File: src/rtl/pwm_cmd_arbiter.sv
// PWM command arbiter: merges Raspberry Pi (Wishbone) and SAM MCU duty
// commands into one 4-channel frame. Only the owning source may commit.
// An arm/failsafe state machine with a command watchdog falls back to a
// safe duty when the owner stops committing.
module pwm_cmd_arbiter #(
  parameter int                    DUTY_WIDTH = 16,
  parameter int                    WDT_CYCLES = 20000000,
  parameter logic [DUTY_WIDTH-1:0] SAFE_DUTY  = '0
) (
  input  logic                  clk,
  input  logic                  reset,
  input  logic                  wb_stb_i,
  input  logic                  wb_cyc_i,
  input  logic                  wb_we_i,
  input  logic [13:0]           wb_adr_i,
  input  logic [15:0]           wb_dat_i,
  output logic [15:0]           wb_dat_o,
  input  logic                  mcu_wr,
  input  logic [1:0]            mcu_ch,
  input  logic [DUTY_WIDTH-1:0] mcu_duty,
  input  logic                  mcu_commit,
  output logic [DUTY_WIDTH-1:0] duty0_o,
  output logic [DUTY_WIDTH-1:0] duty1_o,
  output logic [DUTY_WIDTH-1:0] duty2_o,
  output logic [DUTY_WIDTH-1:0] duty3_o,
  output logic                  duty_upd,
  output logic                  armed,
  output logic                  failsafe
);

  localparam logic [1:0] ST_DISARMED = 2'd0;
  localparam logic [1:0] ST_ARMED    = 2'd1;
  localparam logic [1:0] ST_FAILSAFE = 2'd2;

  localparam int             WDT_W    = (WDT_CYCLES > 2) ? $clog2(WDT_CYCLES) : 1;
  localparam logic [WDT_W-1:0] WDT_LAST = WDT_W'(WDT_CYCLES - 1);

  logic [DUTY_WIDTH-1:0] pi_shadow  [4];
  logic [DUTY_WIDTH-1:0] mcu_shadow [4];
  logic [DUTY_WIDTH-1:0] mcu_eff    [4];
  logic [DUTY_WIDTH-1:0] duty_q     [4];

  logic [1:0]       state;
  logic             owner;
  logic             arm_req;
  logic [7:0]       drop_count;
  logic [WDT_W-1:0] wdt;

  logic       wb_acc, wb_wr, wb_rd;
  logic [2:0] adr;
  logic       pi_commit, ctrl_wr;
  logic       is_armed, owner_commit, other_commit;
  logic       accept, drop, arm_next, disarm_req, wdt_expire;
  logic       unused_adr;

  assign wb_acc = wb_stb_i & wb_cyc_i;
  assign wb_wr  = wb_acc & wb_we_i;
  assign wb_rd  = wb_acc & ~wb_we_i;
  assign adr    = wb_adr_i[2:0];
  assign unused_adr = ^wb_adr_i[13:3];

  assign pi_commit = wb_wr && (adr == 3'd4);
  assign ctrl_wr   = wb_wr && (adr == 3'd5);

  assign is_armed     = (state == ST_ARMED);
  assign owner_commit = owner ? mcu_commit : pi_commit;
  assign other_commit = owner ? pi_commit  : mcu_commit;
  assign accept       = is_armed & owner_commit;
  assign drop         = is_armed & other_commit;
  assign arm_next     = ctrl_wr ? wb_dat_i[0] : arm_req;
  assign disarm_req   = is_armed & ctrl_wr & ~wb_dat_i[0];
  assign wdt_expire   = is_armed & ~accept & (wdt == WDT_LAST);

  assign armed    = (state == ST_ARMED);
  assign failsafe = (state == ST_FAILSAFE);

  assign duty0_o = duty_q[0];
  assign duty1_o = duty_q[1];
  assign duty2_o = duty_q[2];
  assign duty3_o = duty_q[3];

  // MCU shadow as seen by a same-cycle commit: a concurrent write bypasses in.
  always_comb begin
    for (int i = 0; i < 4; i++) begin
      mcu_eff[i] = (mcu_wr && (mcu_ch == 2'(i))) ? mcu_duty : mcu_shadow[i];
    end
  end

  // Per-source duty shadows; each source can only write its own.
  always_ff @(posedge clk) begin
    if (reset) begin
      for (int i = 0; i < 4; i++) begin
        pi_shadow[i]  <= SAFE_DUTY;
        mcu_shadow[i] <= SAFE_DUTY;
      end
    end else begin
      if (wb_wr && !adr[2]) pi_shadow[adr[1:0]] <= DUTY_WIDTH'(wb_dat_i);
      if (mcu_wr) mcu_shadow[mcu_ch] <= mcu_duty;
    end
  end

  // Arm/failsafe state machine, ownership, watchdog and drop counter.
  always_ff @(posedge clk) begin
    if (reset) begin
      state      <= ST_DISARMED;
      owner      <= 1'b0;
      arm_req    <= 1'b0;
      drop_count <= 8'd0;
      wdt        <= '0;
    end else begin
      if (ctrl_wr) begin
        arm_req <= wb_dat_i[0];
        // Ownership can only change while the motors are disarmed.
        if (state == ST_DISARMED) owner <= wb_dat_i[1];
      end
      if (drop && (drop_count != 8'hFF)) drop_count <= drop_count + 8'd1;
      case (state)
        ST_DISARMED: begin
          if (arm_next) begin
            state <= ST_ARMED;
            wdt   <= '0;
          end
        end
        ST_ARMED: begin
          if (disarm_req) begin
            state <= ST_DISARMED;
            wdt   <= '0;
          end else if (accept) begin
            wdt <= '0;
          end else if (wdt == WDT_LAST) begin
            state <= ST_FAILSAFE;
            wdt   <= '0;
          end else begin
            wdt <= wdt + 1'b1;
          end
        end
        ST_FAILSAFE: begin
          if (ctrl_wr && wb_dat_i[2] && !wb_dat_i[0]) state <= ST_DISARMED;
        end
        default: state <= ST_DISARMED;
      endcase
    end
  end

  // Committed duties: owner frame on accept, safe duty on disarm or expiry.
  always_ff @(posedge clk) begin
    if (reset) begin
      for (int i = 0; i < 4; i++) duty_q[i] <= SAFE_DUTY;
      duty_upd <= 1'b0;
    end else begin
      duty_upd <= 1'b0;
      if (disarm_req || wdt_expire) begin
        for (int i = 0; i < 4; i++) duty_q[i] <= SAFE_DUTY;
        duty_upd <= 1'b1;
      end else if (accept) begin
        for (int i = 0; i < 4; i++) duty_q[i] <= owner ? mcu_eff[i] : pi_shadow[i];
        duty_upd <= 1'b1;
      end
    end
  end

  // Registered Wishbone read data, held until the next read.
  always_ff @(posedge clk) begin
    if (reset) begin
      wb_dat_o <= 16'd0;
    end else if (wb_rd) begin
      case (adr)
        3'd0, 3'd1, 3'd2, 3'd3: wb_dat_o <= 16'(pi_shadow[adr[1:0]]);
        3'd5:                   wb_dat_o <= {14'd0, owner, arm_req};
        3'd6:                   wb_dat_o <= {drop_count, 5'd0, owner, state};
        default:                wb_dat_o <= 16'd0;
      endcase
    end
  end

endmodule

File: config.mk
export PLATFORM = sky130hd
export DESIGN_NAME = pwm_cmd_arbiter
export DESIGN_NICKNAME = d
export VERILOG_FILES = /design/src/rtl/pwm_cmd_arbiter.sv
export SDC_FILE = /design/constraint.sdc
export NUM_CORES = 1
export LEC_CHECK = 0
export CAP_MARGIN = 20
export CORE_ASPECT_RATIO = 0.9
export CORE_UTILIZATION = 41
export CTS_BUF_LIST = sky130_fd_sc_hd__clkbuf_4 sky130_fd_sc_hd__clkbuf_8 sky130_fd_sc_hd__clkbuf_16
export CTS_CLUSTER_DIAMETER = 60
export DETAILED_ROUTE_END_ITERATION = 10
export SLEW_MARGIN = 10
export SYNTH_ARGS = -nofsm -noshare
export SYNTH_HDL_FRONTEND = slang
export SYNTH_SLANG_ARGS = --single-unit
File: constraint.sdc
create_clock -name clk -period 5.9 [get_ports clk]
set_clock_uncertainty 0.05 [all_clocks]
set_input_delay 1.18 -clock clk [delete_from_list [all_inputs] [get_ports clk]]
set_output_delay 1.18 -clock clk [all_outputs]
set_load 0.02 [all_outputs]
# Word level (Yosys, flattened, before mapping)
# Memories as Yosys holds them, arrays and structs flattened.
# Cells that the tools add are included.
# classes
addsub,2
mul,0
n_div,0
n_lt_le_gt_ge,0
n_eq_ne,17
shifts,0
muxes,53
bitwise_logic,20
reduce_logical,23
# op_table
op,count
$mux 16,18
$mux 25,4
$pmux 25 s2,1
$pmux 16 s3,1
$reduce_or 16->1,2
$add 25x1->25 const B,1
$eq 25x25->1 const B,1
$mux 1,21
$mux 2,7
$logic_and 1x1->1,10
$and 1x1->1,9
$eq 3x3->1 const B,3
$add 8x1->8 const B,1
$ne 8x8->1 const B,1
$or 1x1->1,8
$eq 2x2->1 const B,3
$eq 3x2->1 const B,2
$pmux 2 s3,1
$eq 2x1->1 const B,2
$logic_not 2->1,2
$reduce_and 2->1,2
$reduce_and 4->1,1
$reduce_or 4->1,1
$eq 3x1->1 const B,1
other kinds (9),12
# totals
ff_bits,54
latchBits,0
ram_bits,192
rom_bits,0
output_inout_bits,83
mem_count,3
# mem_list
name,depth,width,rd,rd_clocked_by_memory_dff,wr,line_no,source
duty_q,4,16,4,0,4,41,logic [DUTY_WIDTH-1:0] duty_q [4];
mcu_shadow,4,16,4,0,4,39,logic [DUTY_WIDTH-1:0] mcu_shadow [4];
pi_shadow,4,16,5,0,4,38,logic [DUTY_WIDTH-1:0] pi_shadow [4];

# Longest topological paths before layout
# Gate-level depths: netlist of the first run.
# depth
word_depth,14
ltp_mapped,8
mapped_depth_nobuf,6

# Worst setup path after synthesis of the first run
# Ideal clock, no wire load.
# synth_timing
path_kind,in2reg
start,input port wb_adr_i[0]
end,memory duty_q[0][0] (enable)
arrival_time_ns,3.762
t_required_ns,5.422
path_slack_ns,1.660
path_stages,7
path_cell_list,or2_1 > buf_2 > o31a_1 > o31a_2 > buf_2 > nor2b_1 > o21bai_1
# synth_rtl
element,line_no,source
from (decl),15,"input logic [13:0] wb_adr_i,"
to (decl),41,

# Worst setup path after layout of the first run
# layout_timing
start,input port wb_adr_i[0]
end,register wdt[8]
# layout_via
elab_chain_cells,7
word_cells_on_any_way,14
cone_classes,eq/ne: 3; mux: 5; bitwise: 3; reduce/logical: 3
# layout_rtl
element,line_no,source
$eq 3x3->1,62,assign pi_commit = wb_wr && (adr == 3'd4);
$logic_and 1x1->1,62,
$mux 1,66,assign owner_commit = owner ? mcu_commit : pi_commit;
$and 1x1->1,68,assign accept = is_armed & owner_commit;
$mux 25,128,end else if (accept) begin
$mux 25,125,if (disarm_req) begin
$pmux 25 s2,117,case (state)
to (signal assigned),134,wdt <= wdt + 1'b1;
to (decl),47,logic [WDT_W-1:0] wdt;
# Several ways; a longest one is shown, not always the timed one.
# A chain may end at the register's enable or synchronous reset.

==> reports/summary.md, run 1 <==
For the number of clock sinks, the log shows 246. The number of setup buffers added after CTS is 0. After filler insertion, the fill cell instance count of the layout stands at 2498. Final count of pins violating max slew: 0.

The number of global-route vias before repair is 7631, and the max-capacitance violation count is 0. Total number of yosys warnings: 0. The worst register-to-register path ends at duty_q[1][5]. OpenSTA, run right after detailed placement, puts the worst setup slack at 1.54 ns. The run gives 3 as the deepest clock path buffer count. The worst vdd rail ir drop is 0.208 mV. The root buffer cell chosen for the clock tree is clkbuf_16. The logs give 50.6% for the utilization of the core after routing and 0 for the setup-violating endpoint count in the final report.

The run gives 23.9% as the headroom to the max-slew limit. Summing the areas of all compound-gate instances in the mapped netlist gives 11.7% of the synthesized area. Setup slack closes at 2.08 ns. The die outline height works out to 163 um.

The share of post-route cells with drive strength above 1 was 11.9%; the number of antenna violations at the first check in global routing was 1. Walking the worst path, the cells encountered are clkdlybuf4s50_1 > buf_4 > nor2b_1 > a31oi_4 > a21oi_1 > a21boi_4 > nor3_1. The residual overflow from global routing is 0. The average via count per standard cell is 5.56. The initial utilization of the core area, before any placement, comes to 42.0%. The adder-cell share of the synthesized area was 0.212%. In the layout the commonest cells are 176 x edfxtp_1, 133 x nor2_1, 125 x clkdlybuf4s50_1, 69 x dfxtp_1, 67 x mux2i_1.

The floorplan has 58 rows. Once the clock tree was built, the resizer swapped 0 gates to a different size. The leakage power figure is 5.19 nW. Of all nets on the critical path, the largest fanout is 23. The logs give 1 for the H-tree level count and 11800 um2 for the synthesized cell area.

Number of buffers added on ports: 126. Detailed placement finished with a half-perimeter wire length of 21.5 mm. A synthesized cell averages 12.0 um2.

The maximum clock frequency was 262 MHz; the worst-case reg-to-reg path depth was 5. The critical path class is in -> reg. The routed design could run at a clock period as short as 3.82 ns. The number of synthesized flops with an enable pin is 176. For this run, the register share of the synthesized area comes to 56.7%. The run gives 806 as the DRC violation total after the first TritonRoute iteration. Before antenna repair, the detailed router went through 5 iterations. After detailed routing, the number of remaining DRC violations is 0. Synthesis produced a netlist whose cell count is 987. The number of antenna-violating nets in the routed design is 0. The flow ran to the end, and the final reports show no timing, DRC or antenna violations. The die covers 29500 um2.

The largest net degree at the start of global routing came out at 99. Highest-delay cell along the critical path: a21boi_4. The required time at the endpoint of the critical path is 6.24 ns. In this run the register-to-register setup slack is 3.07 ns.

For this block, the via count after detailed routing is 8182. The wire length per cell after detailed routing was 20.9 um. For this design the top-level I/O count stands at 138. The growth of design area from synthesis to finish works out to 20.5%.

The run gives 0 ns as the setup TNS. The synthesis-stage register bit count works out to 246. Synthesis instantiated 67 different standard cells from the library. After clock tree synthesis, the clock-pin slew on the worst setup and hold paths is 0.06 ns. The most used flip-flop cell after synthesis is edfxtp_1. The tools report the total CTS buffers as 28. For hold timing, the worst endpoint is duty_q[2][13]. For this run, the slowest stage of the critical path takes 0.73 ns. At the end of the flow, the number of nets in the layout was 1148.

Setup repair after global routing left no endpoint under its margin. TritonCTS built the clock tree. Data arrives at the worst endpoint at 4.16 ns. The routability congestion estimate from global placement was 0.848; the total power per unit cell area was 281 nW/um2. On the final layout, the worst hold slack is 0.410 ns. Final period utilization: 64.7%. The type of origin of the critical path is an input pin. The routed design has 30.7 mm of wire.

The classification of the worst-slack hold path was reg -> reg. The launch point of the worst reg-to-reg path was wdt[3]. The area inside the core boundary came out at 28100 um2. The startpoint identified for the worst hold timing path is duty_q[2][13].

In this run, post-CTS hold repair placed 0 buffers. The endpoint kind of the worst setup timing path is a register. The die outline width is 181 um, and the instance count along the most critical hold path is 2. For the count of inserted antenna diode cells, the log shows 0.

The first-pass GRT wire length is 47.0 mm. The final count of hold timing violations was 0; the async set-reset flop share out of synthesis was 0%. The main combinational cell family by area after synthesis was simple AND/OR/NAND/NOR gates.

The portion of netlist area occupied by mux cells was 8.74%; the share of synthesized cell area in and, or, nand and nor gates was 16.7%. The library cell used most frequently in the layout, excluding fill and tap cells, is edfxtp_1. At the pin with the least slew margin, the transition time is 1.14 ns.

In the global route stage, overall resource usage came out at 20.8%. Of the total synthesized cell area, the portion taken by XOR and XNOR cells is 1.86%. The later pin in the worst-skew pair is clocked with a latency of 0.55 ns. Counting every net in the synthesized netlist gives 1044.
[cell families (layout without fill, tap and decap cells)]
logic type               count (synthesis)  count (layout)
AND/OR/NAND/NOR                        378             378
buffers and inverters                   97             222
XOR/XNOR                                25              25
AO/OA/AOI/OAI                          156             156
flip-flops                             246             246
adder cells (fa/ha/maj)                  2               2
multiplexers                            83              83
[cell type report]
| cell class | instances | area [um2] | share of cell area, % |
|---|---|---|---|
| tap | 360 | 450 | 3.17 |
| clock inverter | 4 | 55.1 | 0.387 |
| sequential | 246 | 6690 | 47.1 |
| clock buffer | 47 | 868 | 6.11 |
| multi-input combinational | 644 | 4640 | 32.6 |
| inverter | 21 | 78.8 | 0.554 |
| timing repair buffer | 150 | 1440 | 10.1 |
[cell usage after synthesis, types with 3 or more instances]
master	n	area share [%]
edfxtp_1	176	45
nor2_1	133	4.2
dfxtp_1	70	12
mux2i_1	67	5.7
a211oi_1	58	3.7
nand2_1	50	1.6
and2_1	47	2.5
clkbuf_1	40	1.3
and3_1	37	2.0
xnor2_1	25	1.9
nor3_1	23	0.98
a21oi_1	22	0.93
buf_2	21	0.89
inv_1	21	0.67
a211o_1	18	1.3
mux4_2	16	3.1
nand3_1	15	0.64
nor2b_1	14	0.74
a311oi_1	11	0.82
a22oi_1	10	0.64
nand4_1	8	0.42
nor3_2	8	0.68
a2111oi_4	7	1.6
nand2b_1	7	0.37
o21bai_1	6	0.38
a2111oi_2	5	0.64
nor4_1	5	0.27
nand3b_1	4	0.25
a31oi_1	3	0.16
and2b_1	3	0.19
and4_1	3	0.22
buf_6	3	0.29
nand4b_1	3	0.22
nor3b_1	3	0.19
nor4b_1	3	0.22
o21ai_1	3	0.13
[worst max path at each step]
stage                   end        start  slack (ns)  cells after the start
2_1_floorplan  duty_q[0][0]  wb_adr_i[0]        1.66                      7
3_3_place_gp        wdt[17]  wb_adr_i[0]        1.56                      7
3_5_place_dp         wdt[0]  wb_adr_i[0]        1.54                      7
4_1_cts              wdt[0]  wb_adr_i[0]        2.08                      7
5_1_grt             wdt[10]  wb_adr_i[0]        1.77                      7
6_report             wdt[8]  wb_adr_i[0]        2.08                      7
[power breakdown]
group / switching, mW / internal [mW] / total [mW] / leakage [nW]
logic: 0.183 / 0.123 / 0.306 / 2.42
clock network: 0.680 / 1.04 / 1.72 / 0.469
registers: 0.0377 / 1.93 / 1.96 / 2.30
[worst max-delay path, delay by kind of cell]
family          cells  cell delay [ns]
compound gates      3             1.75
buf+inv             2             0.74
simple gates        2             0.45
[routing by layer]
layer	global-route usage (%)	wire length [um]
met5	0	0
met4	5.09	659
met2	31.2	13300
met3	2.97	2140
met1	31.6	14600
[registers in the layout (all words and copies together), names as in the netlist]
name        cells
duty_q         64
mcu_shadow     64
pi_shadow      64
wdt            25
wb_dat_o       16
drop_count      8
state           2
arm_req         1
duty_upd        1
owner           1
[metrics by stage]
step | power, mW | cells | area, um2
6_report | 3.99 | 1472 | 14200
5_1_grt | 4.11 | 1472 | 14200
4_1_cts | 4.02 | 1472 | 14200
3_5_place_dp | 2.31 | 1421 | 13300
3_3_place_gp | 2.30 | 1421 | 13300
2_1_floorplan | 2.15 | 987 | 11800
(Power assumes the default switching activity.)
==> run 2: changes to the inputs <==
==> constraint.sdc (replaced) <==
create_clock -name clk -period 3.23 [get_ports clk]
set_clock_uncertainty 0.05 [all_clocks]
set_input_delay 0.646 -clock clk [delete_from_list [all_inputs] [get_ports clk]]
set_output_delay 0.646 -clock clk [all_outputs]
set_load 0.02 [all_outputs]
==> run 2 against run 1 <==
  * Via count grew 0.93%
  * Largest cell class unchanged
  * Highest routed layer unchanged
  * Critical path depth shrank 4
  * Clock-buffer cell count shrank 5
  * Wire length grew 1.7%
  * Sequential power grew 83%
  * Final cell count grew 1.7%
==> reports/summary.md, run 2 (synthesis results as in run 1) <==
From bottom edge to top edge, the die measures 163 um. The worst path meets setup with 0.499 ns of slack. The count of pins on the block boundary was 138; the setup TNS was 0 ns.

The count of inserted antenna diode cells came out at 0. The tools report the type of origin of the critical path as a register. The count of cells resized by post-cts repair was 0; the maximum clock frequency was 366 MHz. The final critical path takes up 84.5% of the cycle. The average via count per standard cell is 5.52, and the number of global-route vias before repair is 7975. The congestion estimate from routability-driven global placement came to 0.843.

The library cells used most frequently in the layout, excluding fill and tap cells, are 176 x edfxtp_1, 133 x nor2_1, 125 x clkdlybuf4s50_1, 69 x dfxtp_1, 67 x mux2i_1. Launch point of the worst reg-to-reg path: wdt[0]. The tools report the number of antenna violations at the first check in global routing as 1. Counting cells, the worst reg-to-reg path comes to 6.

The die outline width is 181 um, and the area inside the core boundary is 28100 um2. The leakage power figure is 5.33 nW, and the worst slack on hold paths is 0.403 ns. For the number of antenna-violating nets in the routed design, the log shows 0. Compared with the post-synthesis result, the final layout area differs by 22.3%. The deepest clock path buffer count was 3; the total CTS buffers was 27. CTS placed an instance of clkbuf_16 at the clock tree root. In the final routed layout, each cell accounts on average for 20.9 um. Across all register-to-register paths, the minimum setup slack is 0.77 ns. Entering global routing, the biggest net connects 64 pins.

The slew at the pin closest to its max-slew limit is 0.744 ns. The worst path in the final design needs a cycle of 2.73 ns, including I/O delays and setup. The final count of hold timing violations came out at 0. The total overflow left after global routing is 0. Total global-route track usage: 21.3%. The worst setup path is captured at an output port. In this run the tightest slew margin relative to its limit is 50.3%. IR analysis of the VDD net gives a maximum drop of 0.306 mV. The number of buffers inserted for hold repair after clock tree synthesis is 0.

The worst setup path is of the reg -> out kind. The total number of placement rows is 58, and the utilization of the core after routing is 51.4%. The first global-routing pass estimated 47.9 mm of wire. The tools report the remaining routing DRC violations as 0. The run finished with clean final reports. In this run the post-CTS setup repair buffer count came out at 0. The die covers 29500 um2.

The number of buffers added on ports is 126, and the setup-violating endpoint count in the final report is 0. The destination of the worst register-to-register timing path was wdt[16]. For the DRC violation total after the first TritonRoute iteration, the log shows 706.

The max-capacitance violation count is 0. TritonCTS built the clock tree. The end of the critical path was armed. The classification of the worst-slack hold path is reg -> reg. The total power per unit cell area was 500 nW/um2. Timing analysis after detailed placement gives a worst setup slack of 0.132 ns. The H-tree level count came out at 1.

The library cell used most frequently in the layout, excluding fill and tap cells, is edfxtp_1. The tools report the data arrival time at the worst-slack endpoint as 2.03 ns. Detailed placement ended at an HPWL of 22.2 mm. The final layout contains 1173 nets. The highest net fanout along the worst path was 6. Data on the critical path is required at its endpoint by 2.53 ns. The largest registers in the layout are duty_q (64), mcu_shadow (64), pi_shadow (64). Summing over every cut layer, the via total after detailed routing is 8258. Worst setup path startpoint: state[0].

Detailed-route wire length: 31.2 mm. In the final layout, the share of cells above drive strength 1 is 13.6%. The run gives 0 as the final count of pins violating max slew. Setup repair after global routing left no endpoint under its margin. Once the floorplan was initialized, standard cells occupied 42.0% of the core. Clock tree synthesis found a total of 246 sinks.

Clock-pin slew was measured on the worst setup and hold paths at 0.06 ns. The first detailed-routing pass ran for 5 iterations. The run gives 0.54 ns as the latest clock arrival within the worst-skew pair.
run 2: worst max-delay path, stage by stage, from the launching register on:
cell             delay [ns]
dfxtp_1                0.48
nand2b_1               0.20
inv_1                  0.19
clkdlybuf4s50_1        0.63
run 2: per-layer routing:
layer	GRT usage, %	vias to the layer above	share of wire, %
li1	-	3924	-
met1	31.7	4032	47
met3	2.97	40	7.3
met4	4.97	0	2.3
met5	0	-	0
met2	32.6	262	44
run 2: worst min path at each step:
stage,to,from,slack [ns],depth (start not counted)
after floorplan,drop_count[1],drop_count[1],0.43,2
after global placement,duty_q[2][5],duty_q[2][5],0.40,2
after detailed placement,duty_q[2][13],duty_q[2][13],0.40,2
after CTS,duty_q[2][13],duty_q[2][13],0.41,2
after global routing,duty_q[2][8],duty_q[2][8],0.43,2
final,duty_q[2][13],duty_q[2][13],0.40,2
run 2: area by class of cell:
| class | count | area [um2] |
|---|---|---|
| repair buffers | 176 | 1680 |
| clock buffers | 42 | 850 |
| fillers | 2491 | 13700 |
| flip-flops and latches | 246 | 6690 |
| clock inverters | 8 | 43.8 |
| multi-input cells | 644 | 4630 |
| well taps | 360 | 450 |
| inverters | 21 | 78.8 |
run 2: power breakdown:
group | switching [mW] | internal (mW)
clock | 1.24 | 1.81
sequential | 0.0696 | 3.52
combinational | 0.343 | 0.241
run 2: metrics by stage:
stage               instances  total power [mW]  instance area (um2)
detailed placement       1447              4.24                13500
global route             1497              7.43                14400
floorplan                 987              3.93                11800
CTS                      1497              7.26                14400
finish                   1497              7.22                14400
global placement         1447              4.23                13500
